==> src/rtl/mic_spi_reader_pkg.sv <==
// ----------------------------------------------------------------------------
// mic_pkg
// Shared definitions for the microphone ADC serial front end.
//   state_t     : reader FSM states (IDLE, SETUP, SHIFT, DONE)
//   FRAME_BITS  : bits clocked out of the ADC per conversion
//   DATA_BITS   : sample bits at the bottom of the frame
//   LEAD_BITS   : leading bits that the ADC always sends as zero
// ----------------------------------------------------------------------------
package mic_pkg;

   typedef enum logic [1:0] {
      IDLE,
      SETUP,
      SHIFT,
      DONE
   } state_t;

   localparam int FRAME_BITS = 16;
   localparam int DATA_BITS  = 12;
   localparam int LEAD_BITS  = 4;

endpackage

==> src/rtl/mic_spi_reader_if.sv <==
// ----------------------------------------------------------------------------
// mic_spi_reader_if
// Bundles the ADC serial pins and the sample stream of the microphone reader.
//   en           : conversion enable (into the reader)
//   mic_sdata    : ADC serial data (into the reader, asynchronous)
//   mic_cs_n     : ADC chip select, active low (out of the reader)
//   mic_sclk     : ADC serial clock, idles high (out of the reader)
//   sample       : last completed conversion (out of the reader)
//   sample_valid : one-cycle strobe when sample updates (out of the reader)
//   lead_err     : leading bits of the last frame were not zero (out)
// Modports: master = the reader, slave = the ADC/consumer side.
// ----------------------------------------------------------------------------
interface mic_spi_reader_if;

   logic                          en;
   logic                          mic_sdata;
   logic                          mic_cs_n;
   logic                          mic_sclk;
   logic [mic_pkg::DATA_BITS-1:0] sample;
   logic                          sample_valid;
   logic                          lead_err;

   modport master (
      input  en,
      input  mic_sdata,
      output mic_cs_n,
      output mic_sclk,
      output sample,
      output sample_valid,
      output lead_err
   );

   modport slave (
      output en,
      output mic_sdata,
      input  mic_cs_n,
      input  mic_sclk,
      input  sample,
      input  sample_valid,
      input  lead_err
   );

endinterface

==> src/rtl/mic_spi_reader_sync_2ff.sv <==
// ----------------------------------------------------------------------------
// sync_2ff
// Two-flop synchronizer for a single asynchronous input. Reusable for any
// slow asynchronous Pmod input.
//   i_clk   : destination clock
//   i_rst_n : asynchronous active-low reset
//   i_d     : asynchronous input
//   o_q     : synchronized output (two cycles of latency)
// ----------------------------------------------------------------------------
module sync_2ff #(
   parameter bit RESET_VAL = 1'b0
) (
   input  logic i_clk,
   input  logic i_rst_n,
   input  logic i_d,
   output logic o_q
);

   logic r_meta;
   logic r_sync;

   // First flop may go metastable; second flop gives it a full cycle to settle.
   always_ff @(posedge i_clk or negedge i_rst_n) begin
      if (!i_rst_n) begin
         r_meta <= RESET_VAL;
         r_sync <= RESET_VAL;
      end else begin
         r_meta <= i_d;
         r_sync <= r_meta;
      end
   end

   assign o_q = r_sync;

endmodule

==> src/rtl/mic_spi_reader.sv <==
// ----------------------------------------------------------------------------
// mic_spi_reader
// Serial front end for an ADCS7476-type microphone ADC. Starts a conversion
// on every sample tick while enabled, clocks in the 16-bit frame MSB first
// and presents a held 12-bit sample with a one-cycle valid strobe.
//   CLK_DIV    : clk_in cycles per SCLK half-period (>= 4)
//   SAMPLE_DIV : clk_in cycles between conversion starts (>= 35*CLK_DIV)
//   clk_in     : system clock
//   rst_n      : asynchronous active-low reset
//   bus        : master side of mic_spi_reader_if (en, mic_sdata in;
//                mic_cs_n, mic_sclk, sample, sample_valid, lead_err out)
// ----------------------------------------------------------------------------
module mic_spi_reader
   import mic_pkg::*;
#(
   parameter int CLK_DIV    = 50,
   parameter int SAMPLE_DIV = 5000
) (
   input  logic             clk_in,
   input  logic             rst_n,
   mic_spi_reader_if.master bus
);

   localparam int TICK_W = $clog2(SAMPLE_DIV);
   localparam int HALF_W = $clog2(CLK_DIV);
   localparam int BIT_W  = $clog2(FRAME_BITS);

   localparam logic [TICK_W-1:0] TICK_LAST = TICK_W'(SAMPLE_DIV - 1);
   localparam logic [HALF_W-1:0] HALF_LAST = HALF_W'(CLK_DIV - 1);
   localparam logic [BIT_W-1:0]  BIT_LAST  = BIT_W'(FRAME_BITS - 1);

   // A frame takes 33*CLK_DIV+1 cycles plus quiet time; smaller dividers
   // would let a frame overrun the next tick or shorten the capture margin.
   generate
      if (CLK_DIV < 4) begin : g_badClkDiv
         $error("mic_spi_reader: CLK_DIV must be >= 4");
      end
      if (SAMPLE_DIV < 35 * CLK_DIV) begin : g_badSampleDiv
         $error("mic_spi_reader: SAMPLE_DIV must be >= 35*CLK_DIV");
      end
   endgenerate

   state_t                r_state;
   state_t                w_nextState;
   logic [TICK_W-1:0]     r_tickCnt;
   logic                  w_tick;
   logic [HALF_W-1:0]     r_halfCnt;
   logic                  w_halfDone;
   logic                  r_phaseHigh;
   logic                  w_nextPhaseHigh;
   logic [BIT_W-1:0]      r_bitCnt;
   logic                  w_lastBit;
   logic                  w_capture;
   logic [FRAME_BITS-1:0] r_shift;
   logic                  w_sdataSync;

   logic                  r_csN;
   logic                  r_sclk;
   logic [DATA_BITS-1:0]  r_sample;
   logic                  r_sampleValid;
   logic                  r_leadErr;
   logic                  w_nextCsN;
   logic                  w_nextSclk;
   logic                  w_nextValid;

   // mic_sdata comes straight off the Pmod pin, so resynchronize it first.
   sync_2ff #(
      .RESET_VAL(1'b0)
   ) u_sdataSync (
      .i_clk  (clk_in),
      .i_rst_n(rst_n),
      .i_d    (bus.mic_sdata),
      .o_q    (w_sdataSync)
   );

   assign w_tick     = (r_tickCnt == TICK_LAST);
   assign w_halfDone = (r_halfCnt == HALF_LAST);
   assign w_lastBit  = (r_bitCnt == BIT_LAST);
   // Capture on the edge that ends a low phase, i.e. the SCLK rising edge.
   assign w_capture  = (r_state == SHIFT) && w_halfDone && !r_phaseHigh;

   // Free-running sample-rate counter; it keeps running while disabled so the
   // tick grid stays fixed relative to reset.
   always_ff @(posedge clk_in or negedge rst_n) begin
      if (!rst_n) begin
         r_tickCnt <= '0;
      end else if (w_tick) begin
         r_tickCnt <= '0;
      end else begin
         r_tickCnt <= r_tickCnt + 1'b1;
      end
   end

   // FSM state register.
   always_ff @(posedge clk_in or negedge rst_n) begin
      if (!rst_n) begin
         r_state <= IDLE;
      end else begin
         r_state <= w_nextState;
      end
   end

   // FSM next-state logic. Each SHIFT bit is a low half followed by a high
   // half; the frame ends when the high half of the last bit expires. en is
   // only consulted at a tick, so dropping it mid-frame lets the frame finish.
   always_comb begin
      w_nextState     = r_state;
      w_nextPhaseHigh = 1'b0;
      case (r_state)
         IDLE: begin
            if (w_tick && bus.en) begin
               w_nextState = SETUP;
            end
         end
         SETUP: begin
            if (w_halfDone) begin
               w_nextState = SHIFT;
            end
         end
         SHIFT: begin
            w_nextPhaseHigh = w_halfDone ? !r_phaseHigh : r_phaseHigh;
            if (w_halfDone && r_phaseHigh && w_lastBit) begin
               w_nextState = DONE;
            end
         end
         DONE: begin
            w_nextState = IDLE;
         end
         default: begin
            w_nextState = IDLE;
         end
      endcase
   end

   // FSM output logic, computed from the upcoming state so that every pin
   // can be driven straight from a flop.
   always_comb begin
      w_nextCsN   = !((w_nextState == SETUP) || (w_nextState == SHIFT));
      w_nextSclk  = !((w_nextState == SHIFT) && !w_nextPhaseHigh);
      w_nextValid = (w_nextState == DONE);
   end

   // Half-period, phase and bit counters plus the shift register. Counters
   // are held at zero outside the frame so every frame starts clean.
   always_ff @(posedge clk_in or negedge rst_n) begin
      if (!rst_n) begin
         r_halfCnt   <= '0;
         r_phaseHigh <= 1'b0;
         r_bitCnt    <= '0;
         r_shift     <= '0;
      end else begin
         if (((r_state == SETUP) || (r_state == SHIFT)) && !w_halfDone) begin
            r_halfCnt <= r_halfCnt + 1'b1;
         end else begin
            r_halfCnt <= '0;
         end
         r_phaseHigh <= w_nextPhaseHigh;
         if (r_state != SHIFT) begin
            r_bitCnt <= '0;
         end else if (w_halfDone && r_phaseHigh) begin
            r_bitCnt <= r_bitCnt + 1'b1;
         end
         if (w_capture) begin
            r_shift <= {r_shift[FRAME_BITS-2:0], w_sdataSync};
         end
      end
   end

   // Registered outputs. The sample is loaded on the edge entering DONE so
   // it appears together with sample_valid; it is kept even when the leading
   // bits are bad, with lead_err flagging the problem.
   always_ff @(posedge clk_in or negedge rst_n) begin
      if (!rst_n) begin
         r_csN         <= 1'b1;
         r_sclk        <= 1'b1;
         r_sampleValid <= 1'b0;
         r_sample      <= '0;
         r_leadErr     <= 1'b0;
      end else begin
         r_csN         <= w_nextCsN;
         r_sclk        <= w_nextSclk;
         r_sampleValid <= w_nextValid;
         if (w_nextValid) begin
            r_sample  <= r_shift[DATA_BITS-1:0];
            r_leadErr <= |r_shift[FRAME_BITS-1 -: LEAD_BITS];
         end
      end
   end

   assign bus.mic_cs_n     = r_csN;
   assign bus.mic_sclk     = r_sclk;
   assign bus.sample       = r_sample;
   assign bus.sample_valid = r_sampleValid;
   assign bus.lead_err     = r_leadErr;

endmodule

==> src/flat_wrapper.sv <==
// flat-port wrapper written by rule: the top's interface ports become plain ports
module mic_spi_reader_flat import mic_pkg::*;
#(
   parameter int CLK_DIV    = 50,
   parameter int SAMPLE_DIV = 5000
)
  (clk_in, rst_n, bus_en, bus_mic_sdata, bus_mic_cs_n, bus_mic_sclk, bus_sample, bus_sample_valid, bus_lead_err);
  mic_spi_reader_if bus_i ();
  input  logic clk_in;
  input  logic rst_n;
  input wire logic [$bits(bus_i.en)-1:0] bus_en;
  input wire logic [$bits(bus_i.mic_sdata)-1:0] bus_mic_sdata;
  output wire logic [$bits(bus_i.mic_cs_n)-1:0] bus_mic_cs_n;
  output wire logic [$bits(bus_i.mic_sclk)-1:0] bus_mic_sclk;
  output wire logic [$bits(bus_i.sample)-1:0] bus_sample;
  output wire logic [$bits(bus_i.sample_valid)-1:0] bus_sample_valid;
  output wire logic [$bits(bus_i.lead_err)-1:0] bus_lead_err;
  assign bus_i.en = bus_en;
  assign bus_i.mic_sdata = bus_mic_sdata;
  assign bus_mic_cs_n = bus_i.mic_cs_n;
  assign bus_mic_sclk = bus_i.mic_sclk;
  assign bus_sample = bus_i.sample;
  assign bus_sample_valid = bus_i.sample_valid;
  assign bus_lead_err = bus_i.lead_err;
  mic_spi_reader #(.CLK_DIV(CLK_DIV), .SAMPLE_DIV(SAMPLE_DIV)) u_core (.clk_in(clk_in), .rst_n(rst_n), .bus(bus_i));
endmodule
==> config.mk <==
export PLATFORM = sky130hd
export DESIGN_NAME = mic_spi_reader_flat
export DESIGN_NICKNAME = d
export VERILOG_FILES = /design/src/rtl/mic_spi_reader_pkg.sv /design/src/rtl/mic_spi_reader_if.sv /design/src/rtl/mic_spi_reader_sync_2ff.sv /design/src/rtl/mic_spi_reader.sv /design/src/flat_wrapper.sv
export SDC_FILE = /design/constraint.sdc
export NUM_CORES = 1
export LEC_CHECK = 0
export ABC_AREA = 1
export CAP_MARGIN = 10
export CORE_MARGIN = 2
export CORE_UTILIZATION = 52
export DETAILED_ROUTE_END_ITERATION = 8
export GPL_ROUTABILITY_DRIVEN = 0
export PLACE_DENSITY = 0.75
export SYNTH_ARGS = -nofsm -noshare
export SYNTH_HDL_FRONTEND = slang
export SYNTH_SLANG_ARGS = --single-unit
==> constraint.sdc <==
create_clock -name clk_in -period 2.2 [get_ports clk_in]
set_clock_uncertainty 0.1 [all_clocks]
set_input_delay 0.33 -clock clk_in [delete_from_list [all_inputs] [get_ports clk_in]]
set_output_delay 0.33 -clock clk_in [all_outputs]
set_load 0.01 [all_outputs]
======== Word level (Yosys, flattened, before mapping) ========
Cells that the tools add are included.
storage, ports and cells
  input bits .............................. 4
  bits in registers ....................... 60
cells by class
  equal/unequal tests ..................... 10
  mux-type cells .......................... 10
  $add $sub $neg .......................... 3
  reduce and logical (&&, ||, !) cells .... 17
operator list
  cell                                                                   count
  13-bit by 1-bit adder with 13-bit output, second input constant        1
  13-bit equality test, second input constant                            1
  13-bit 2-to-1 mux                                                      1
  2-bit equality test, second input constant                             4
  4-bit 2-to-1 mux                                                       2
  2-bit case mux with 4 select lines                                     1
  1-bit logical AND                                                      7
  6-bit by 1-bit adder with 6-bit output, second input constant          1
  6-bit equality test, second input constant                             1
  2-bit 2-to-1 mux                                                       3
  6-bit 2-to-1 mux                                                       1
  1-bit logical NOT                                                      5
  4-bit by 1-bit adder with 4-bit output, second input constant          1
  2-bit by 1-bit equality test with 1-bit output, second input constant  2
  4-bit equality test, second input constant                             1
  4-bit OR reduction                                                     1
  2-bit logical NOT                                                      1
  1-bit logical OR                                                       2
  1-bit 2-to-1 mux                                                       2
  2-bit inequality test, second input constant                           1
  2-bit nonzero test                                                     1

======== Depth between registers and ports, before layout ========
  depth in word-level cells ............... 8
  mapped depth ............................ 18
  mapped depth without buffers ............ 16

======== Modules after synthesis ========
From an unflattened synthesis, not the netlist that was laid out.
unflattened totals
  cells, all modules ...................... 297
  area total of the unflattened synthesis .. 2,733.9 µm²
by module, submodules not included
  module          area each (µm²)  seq. area each (µm²)  times used  cells an instance
  mic_spi_reader  2,683.8          1,453.9               1           295
  sync_2ff        50.0             50.0                  1           2

======== Least setup slack after synthesis ========
Ideal clock, no wire load.
  path type ............................... register to register
  start ................................... register u_core.r_halfCnt[1]
  end ..................................... register u_core.r_sample[11], in the netlist u_core.bus.sample[11]
  data arrival time ....................... 2,175 ps
  setup time .............................. 137 ps
  period minus slack after synthesis ...... 2,412 ps
  data required time ...................... 1,963 ps
  stages on the path, launching flop included .. 18
  buffers on the path ..................... 2
  slack ................................... -212 ps
  cell sequence ........................... dfrtp_1 inv_1 ha_1 nand2_1 nor2_2 nand2_2 clkinv_2 ha_1 nand4_1 nand2_1 nand2_1 nand3_1 nand2_1 inv_1 ha_1 clkbuf_1 clkbuf_1 a21oi_1
between the ends
  cells in the longest elaborated chain, start to end .. 6
  elaborated cells between the ends (all ways) .. 7
ends and longest elaborated chain
  what                                    RTL line               RTL
  start: declaration                      mic_spi_reader.sv:47   logic [HALF_W-1:0] r_halfCnt;
  start signal: assignment                mic_spi_reader.sv:153  r_halfCnt <= r_halfCnt + 1'b1;
  6-bit equality test (*)                 mic_spi_reader.sv:77   assign w_halfDone = (r_halfCnt == HALF_LAST);
  1-bit logical AND (2 in series)         mic_spi_reader.sv:122  if (w_halfDone && r_phaseHigh && w_lastBit) begin
  2-bit 2-to-1 mux                        mic_spi_reader.sv:122
  2-bit case mux with 4 select lines (*)  mic_spi_reader.sv:109  case (r_state)
  named net u_core.w_nextState[0]         mic_spi_reader.sv:44   state_t w_nextState;
  2-bit equality test (*)                 mic_spi_reader.sv:140  w_nextValid = (w_nextState == DONE);
  end signal: assignment                  mic_spi_reader.sv:184  r_sample <= r_shift[DATA_BITS-1:0];
  end: declaration                        mic_spi_reader.sv:59   logic [DATA_BITS-1:0] r_sample;
The timed path passes the listed nets; every way through them passes the cells marked *.
A chain may end at the register's enable or synchronous reset.

======== Worst setup path in the final report ========
  start ................................... register u_core.r_halfCnt[1]
  end ..................................... register u_core.r_sample[1], in the netlist u_core.bus.sample[1]
Same word-level chain as after synthesis.

==> results by group <==
Run status
  • Result of the run: complete, no violations

Placed design
  • Post-detail-place hpwl: 3200 µm
  • Pre-CTS setup slack: -0.0763 ns
  • Quantity of I/O buffers inserted on ports: 19

Clock network
  • Worst skew pair latency: 0.34 ns
  • Number of clock sinks: 60
  • Longest Clk Path Bufs: 2
  • Clock transition at the register clock pins on the worst setup and hold paths after CTS: 0.06 ns
  • Level count of the clock H-tree: 3
  • Clock tree from TritonCTS: done
  • Clock root buffer master: sky130_fd_sc_hd__clkbuf_8
  • Number of buffers created by CTS: 9

STA
  • Count of final max-slew check failures: 0
  • Crit path setup slack, layout: 0.0358 ns
  • Worst hold slack across all endpoints: 0.251 ns
  • Final number of hold-violating endpoints: 0
  • Setup repair after global routing missed its margin: yes
  • Max_slew headroom: 67.9%
  • Slew at the pin with the worst max-slew slack: 0.481 ns
  • Ratio of final minimum period to clock period: 98.4%
  • Number of failing setup endpoints in the final timing report: 0
  • Fin Setup TNS: 0 ns
  • Final Critical Period: 2.16 ns
  • Max Fclk: 462 MHz

Power
  • VDD IR-drop max: 0.000373 V
  • Net switching fraction of the power: 18.8%
  • Static leakage: 1.70 nW
  • Portion of total power attributed to sequential cells: 46.6%
  • Internal Dissipation: 0.00193 W
  • Logic gate share of total power: 1.3%
  • Switching component of the power: 0.000446 W
  • Part of the total power dissipated in the clock network: 52.1%
  • Pwr per Cell Area: 674 nW/µm²

Setup path
  • Endpoint of the worst-slack reg-to-reg timing path: u_core.bus.sample[1]$_DFFE_PN0N_
  • Depth of the worst register-to-register path: 17
  • Setup slack on the worst flop-to-flop path: 0.04 ns
  • Worst Path Arrival: 2.33 ns
  • WS Path Type: flop to flop
  • Crit path required time: 2.36 ns
  • Critical path startpoint category: flop
  • CP Capture Type: flop
  • Source of the worst register-to-register timing path: u_core.r_halfCnt[1]$_DFF_PN0_
  • Worst Path Max Fanout: 6

Layout
  • Area of the multi-input gates: 1160 µm²
  • Total inserted antenna cells: 0
  • Top library cells by usage in the layout, fill and taps aside: sky130_fd_sc_hd__nand2_1, sky130_fd_sc_hd__dfrtp_1, sky130_fd_sc_hd__inv_1, sky130_fd_sc_hd__nor2_1, sky130_fd_sc_hd__clkdlybuf4s50_1
  • Fill cells: 406
  • Net count, final: 354
  • Sequential cell area: 1500 µm²
  • Most frequent standard cell in the layout excluding fill and tap cells: sky130_fd_sc_hd__nand2_1
  • Fraction of final layout cells with drive strength greater than 1: 24.4%
  • Layout overhead on the synthesized area: 29.3%

Logic synthesis
  • Dominant combinational cell family by area after synthesis: simple AND/OR/NAND/NOR gates
  • Cell type with the highest aggregate area in the netlist: sky130_fd_sc_hd__dfrtp_1
  • Adder and majority cell fraction of the synthesized area: 5.05%
  • Primary FF master, synth: sky130_fd_sc_hd__dfrtp_1
  • Share of cell area taken by muxes after synthesis: 0%
  • Number of nets in the synthesized netlist: 318
  • Number of standard cells after synthesis: 303
  • Simple-Gate Fraction of Synth Area: 20.9%
  • Async set-or-reset flop fraction in the synthesized netlist: 100%
  • Number of enable-type register cells in the synthesized netlist: 0
  • Mapped Avg Cell Area: 8.99 µm²
  • Number of different library cells in the post-synthesis netlist: 24
  • Xor and xnor area share after synthesis: 1.29%
  • Synth Area in Compound Gates: 9.50%
  • Yosys warning count: 0
  • Portion of synthesized cell area occupied by the leading cell type: 53.3%
  • Top cells by area in the synthesized netlist: sky130_fd_sc_hd__dfrtp_1, sky130_fd_sc_hd__nand2_1, sky130_fd_sc_hd__nor2_1, sky130_fd_sc_hd__inv_1, sky130_fd_sc_hd__ha_1
  • Sequential area share after synthesis: 55.2%
  • Synthesized area: 2730 µm²
  • FF+latch count, synth: 60

Detailed routing
  • Number of DRC violations after detailed-routing iteration 0: 74
  • First drt pass iteration count: 4
  • Detail Route Antenna Nets: 0
  • Total vias in the final route: 2025
  • Average wire length per cell after detail routing: 12.7 µm
  • Post-detailed-route DRC marker count: 0
  • Total wirelength of the detailed-routed design: 5240 µm
  • Via count normalized by instance count: 4.89

Floorplan
  • Die Y-Extent: 76.4 µm
  • Count of pins on the block boundary: 20
  • DIE AREA: 5840 µm²
  • Row cnt: 26
  • Effective utilization at floorplan: 53.7%
  • Core outline area: 5070 µm²
  • DIE WIDTH: 76.4 µm

GRT
  • Final global-route overflow total: 0
  • Number of global-route vias before repair: 1995
  • Number of antenna violations at the first check in global routing: 0
  • Maximum number of pins on one net before global-route repair: 42
  • GRT Util Overall: 19.2%
  • Global-route wire length before repair: 8730 µm

Min path
  • Kind of path behind the tightest hold check: flop to flop
  • Hold path cells: 0
  • Worst-case hold path end point: u_core.u_sdataSync.o_q$_DFF_PN0_
  • Launch point of the worst hold path: u_core.u_sdataSync.r_meta$_DFF_PN0_

Job
  • Maximum capacitance violations: 0
routing by layer:
layer  vias to the layer above  GRT usage, %  wire [µm]
met1                       960          24.2       2300
met3                        11          3.67        156
li1                       1021             -          -
met4                         0          12.0        128
met2                        33          30.7       2650
met5                         -             0          0
power by group through the flow:
stage | Clock [W] | Combinational, W | Sequential, W
after global placement | 0 | 0.0000323 | 0.00113
final | 0.00124 | 0.0000315 | 0.00111
after floorplan | 0 | 0.00000114 | 0.00113
after global routing | 0.00130 | 0.0000374 | 0.00110
after detailed placement | 0 | 0.0000323 | 0.00113
after CTS | 0.00125 | 0.0000336 | 0.00111
state kept, by name (all words and copies together), names as in the netlist:
register                   cells
u_core.bus.lead_err            1
u_core.bus.mic_cs_n            1
u_core.bus.mic_sclk            1
u_core.bus.sample             12
u_core.bus.sample_valid        1
u_core.r_bitCnt                4
u_core.r_halfCnt               6
u_core.r_phaseHigh             1
u_core.r_shift                16
u_core.r_state                 2
u_core.r_tickCnt              13
u_core.u_sdataSync.o_q         1
u_core.u_sdataSync.r_meta      1
cells in the mapped netlist (3+ instances only):
master,number
sky130_fd_sc_hd__inv_1,45
sky130_fd_sc_hd__a21oi_1,19
sky130_fd_sc_hd__xnor2_1,4
sky130_fd_sc_hd__buf_6,3
sky130_fd_sc_hd__nand3_1,14
sky130_fd_sc_hd__nor2_1,46
sky130_fd_sc_hd__o21ai_2,13
sky130_fd_sc_hd__nor3_1,6
sky130_fd_sc_hd__nand2_1,61
sky130_fd_sc_hd__o21ai_0,4
sky130_fd_sc_hd__nor2_2,3
sky130_fd_sc_hd__ha_1,11
sky130_fd_sc_hd__dfrtp_1,58
repair_timing:
| item | 4_1_cts | 5_1_grt |
|---|---|---|
| pin swaps | 1 | 11 |
| endpoints found under the setup margin | 13 | 14 |
| gates cloned | 1 | 1 |
| hold buffers | 1 | 0 |
| setup buffers | 6 | 0 |
| resized for setup | 5 | 36 |
| hold endpoints to repair | 18 | 0 |
worst max-delay path by stage:
stage / to / from / cells past startpoint
6_report: u_core.bus.sample[1]$_DFFE_PN0N_ / u_core.r_halfCnt[1]$_DFF_PN0_ / 17
5_1_grt: u_core.bus.sample[1]$_DFFE_PN0N_ / u_core.r_halfCnt[1]$_DFF_PN0_ / 17
4_1_cts: u_core.bus.lead_err$_DFFE_PN0N_ / u_core.r_halfCnt[0]$_DFF_PN0_ / 16
3_5_place_dp: u_core.bus.lead_err$_DFFE_PN0N_ / u_core.r_halfCnt[1]$_DFF_PN0_ / 17
3_3_place_gp: u_core.bus.sample[11]$_DFFE_PN0N_ / u_core.r_halfCnt[0]$_DFF_PN0_ / 16
2_1_floorplan: u_core.bus.sample[11]$_DFFE_PN0N_ / u_core.r_halfCnt[0]$_DFF_PN0_ / 17
layout make-up:
type | instances | area share [%]
Timing Repair Buffer | 31 | 9.66
Multi-Input combinational cell | 191 | 33.0
Clock buffer | 12 | 4.40
Clock inverter | 4 | 2.70
Sequential cell | 60 | 42.7
Tap cell | 70 | 2.49
Inverter | 46 | 5.04
through the flow:
step                utilization [%]  total power [W]  area, µm²  cells
floorplan                         -          0.00113       2760    303
global placement               59.4          0.00116       3020    389
detailed placement             59.4          0.00116       3020    389
CTS                            66.5          0.00239       3380    413
global route                   69.4          0.00244       3520    414
finish                         69.4          0.00237       3520    414
cells by family after synthesis:
| kind of cell | count (synthesis) |
|---|---|
| AO/OA/AOI/OAI | 40 |
| XOR/XNOR | 4 |
| adder cells (fa/ha/maj) | 11 |
| buffers and inverters | 52 |
| flip-flops | 60 |
| AND/OR/NAND/NOR | 136 |
worst max-delay path, stage by stage, from the launching register on:
cell and delay [ns]:
sky130_fd_sc_hd__dfrtp_1 0.38, sky130_fd_sc_hd__inv_1 0.06, sky130_fd_sc_hd__ha_2 0.16, sky130_fd_sc_hd__nand2_2 0.05, sky130_fd_sc_hd__nor2_2 0.12, sky130_fd_sc_hd__nand2_2 0.08
sky130_fd_sc_hd__clkinv_4 0.06, sky130_fd_sc_hd__ha_4 0.15, sky130_fd_sc_hd__nand4_1 0.08, sky130_fd_sc_hd__nand2_1 0.06, sky130_fd_sc_hd__nand2_1 0.05, sky130_fd_sc_hd__nand3_1 0.07
sky130_fd_sc_hd__nand2_1 0.08, sky130_fd_sc_hd__inv_2 0.09, sky130_fd_sc_hd__ha_4 0.20, sky130_fd_sc_hd__clkbuf_16 0.19, sky130_fd_sc_hd__nor2_4 0.04, sky130_fd_sc_hd__a21oi_2 0.10
(Power assumes the default switching activity.)
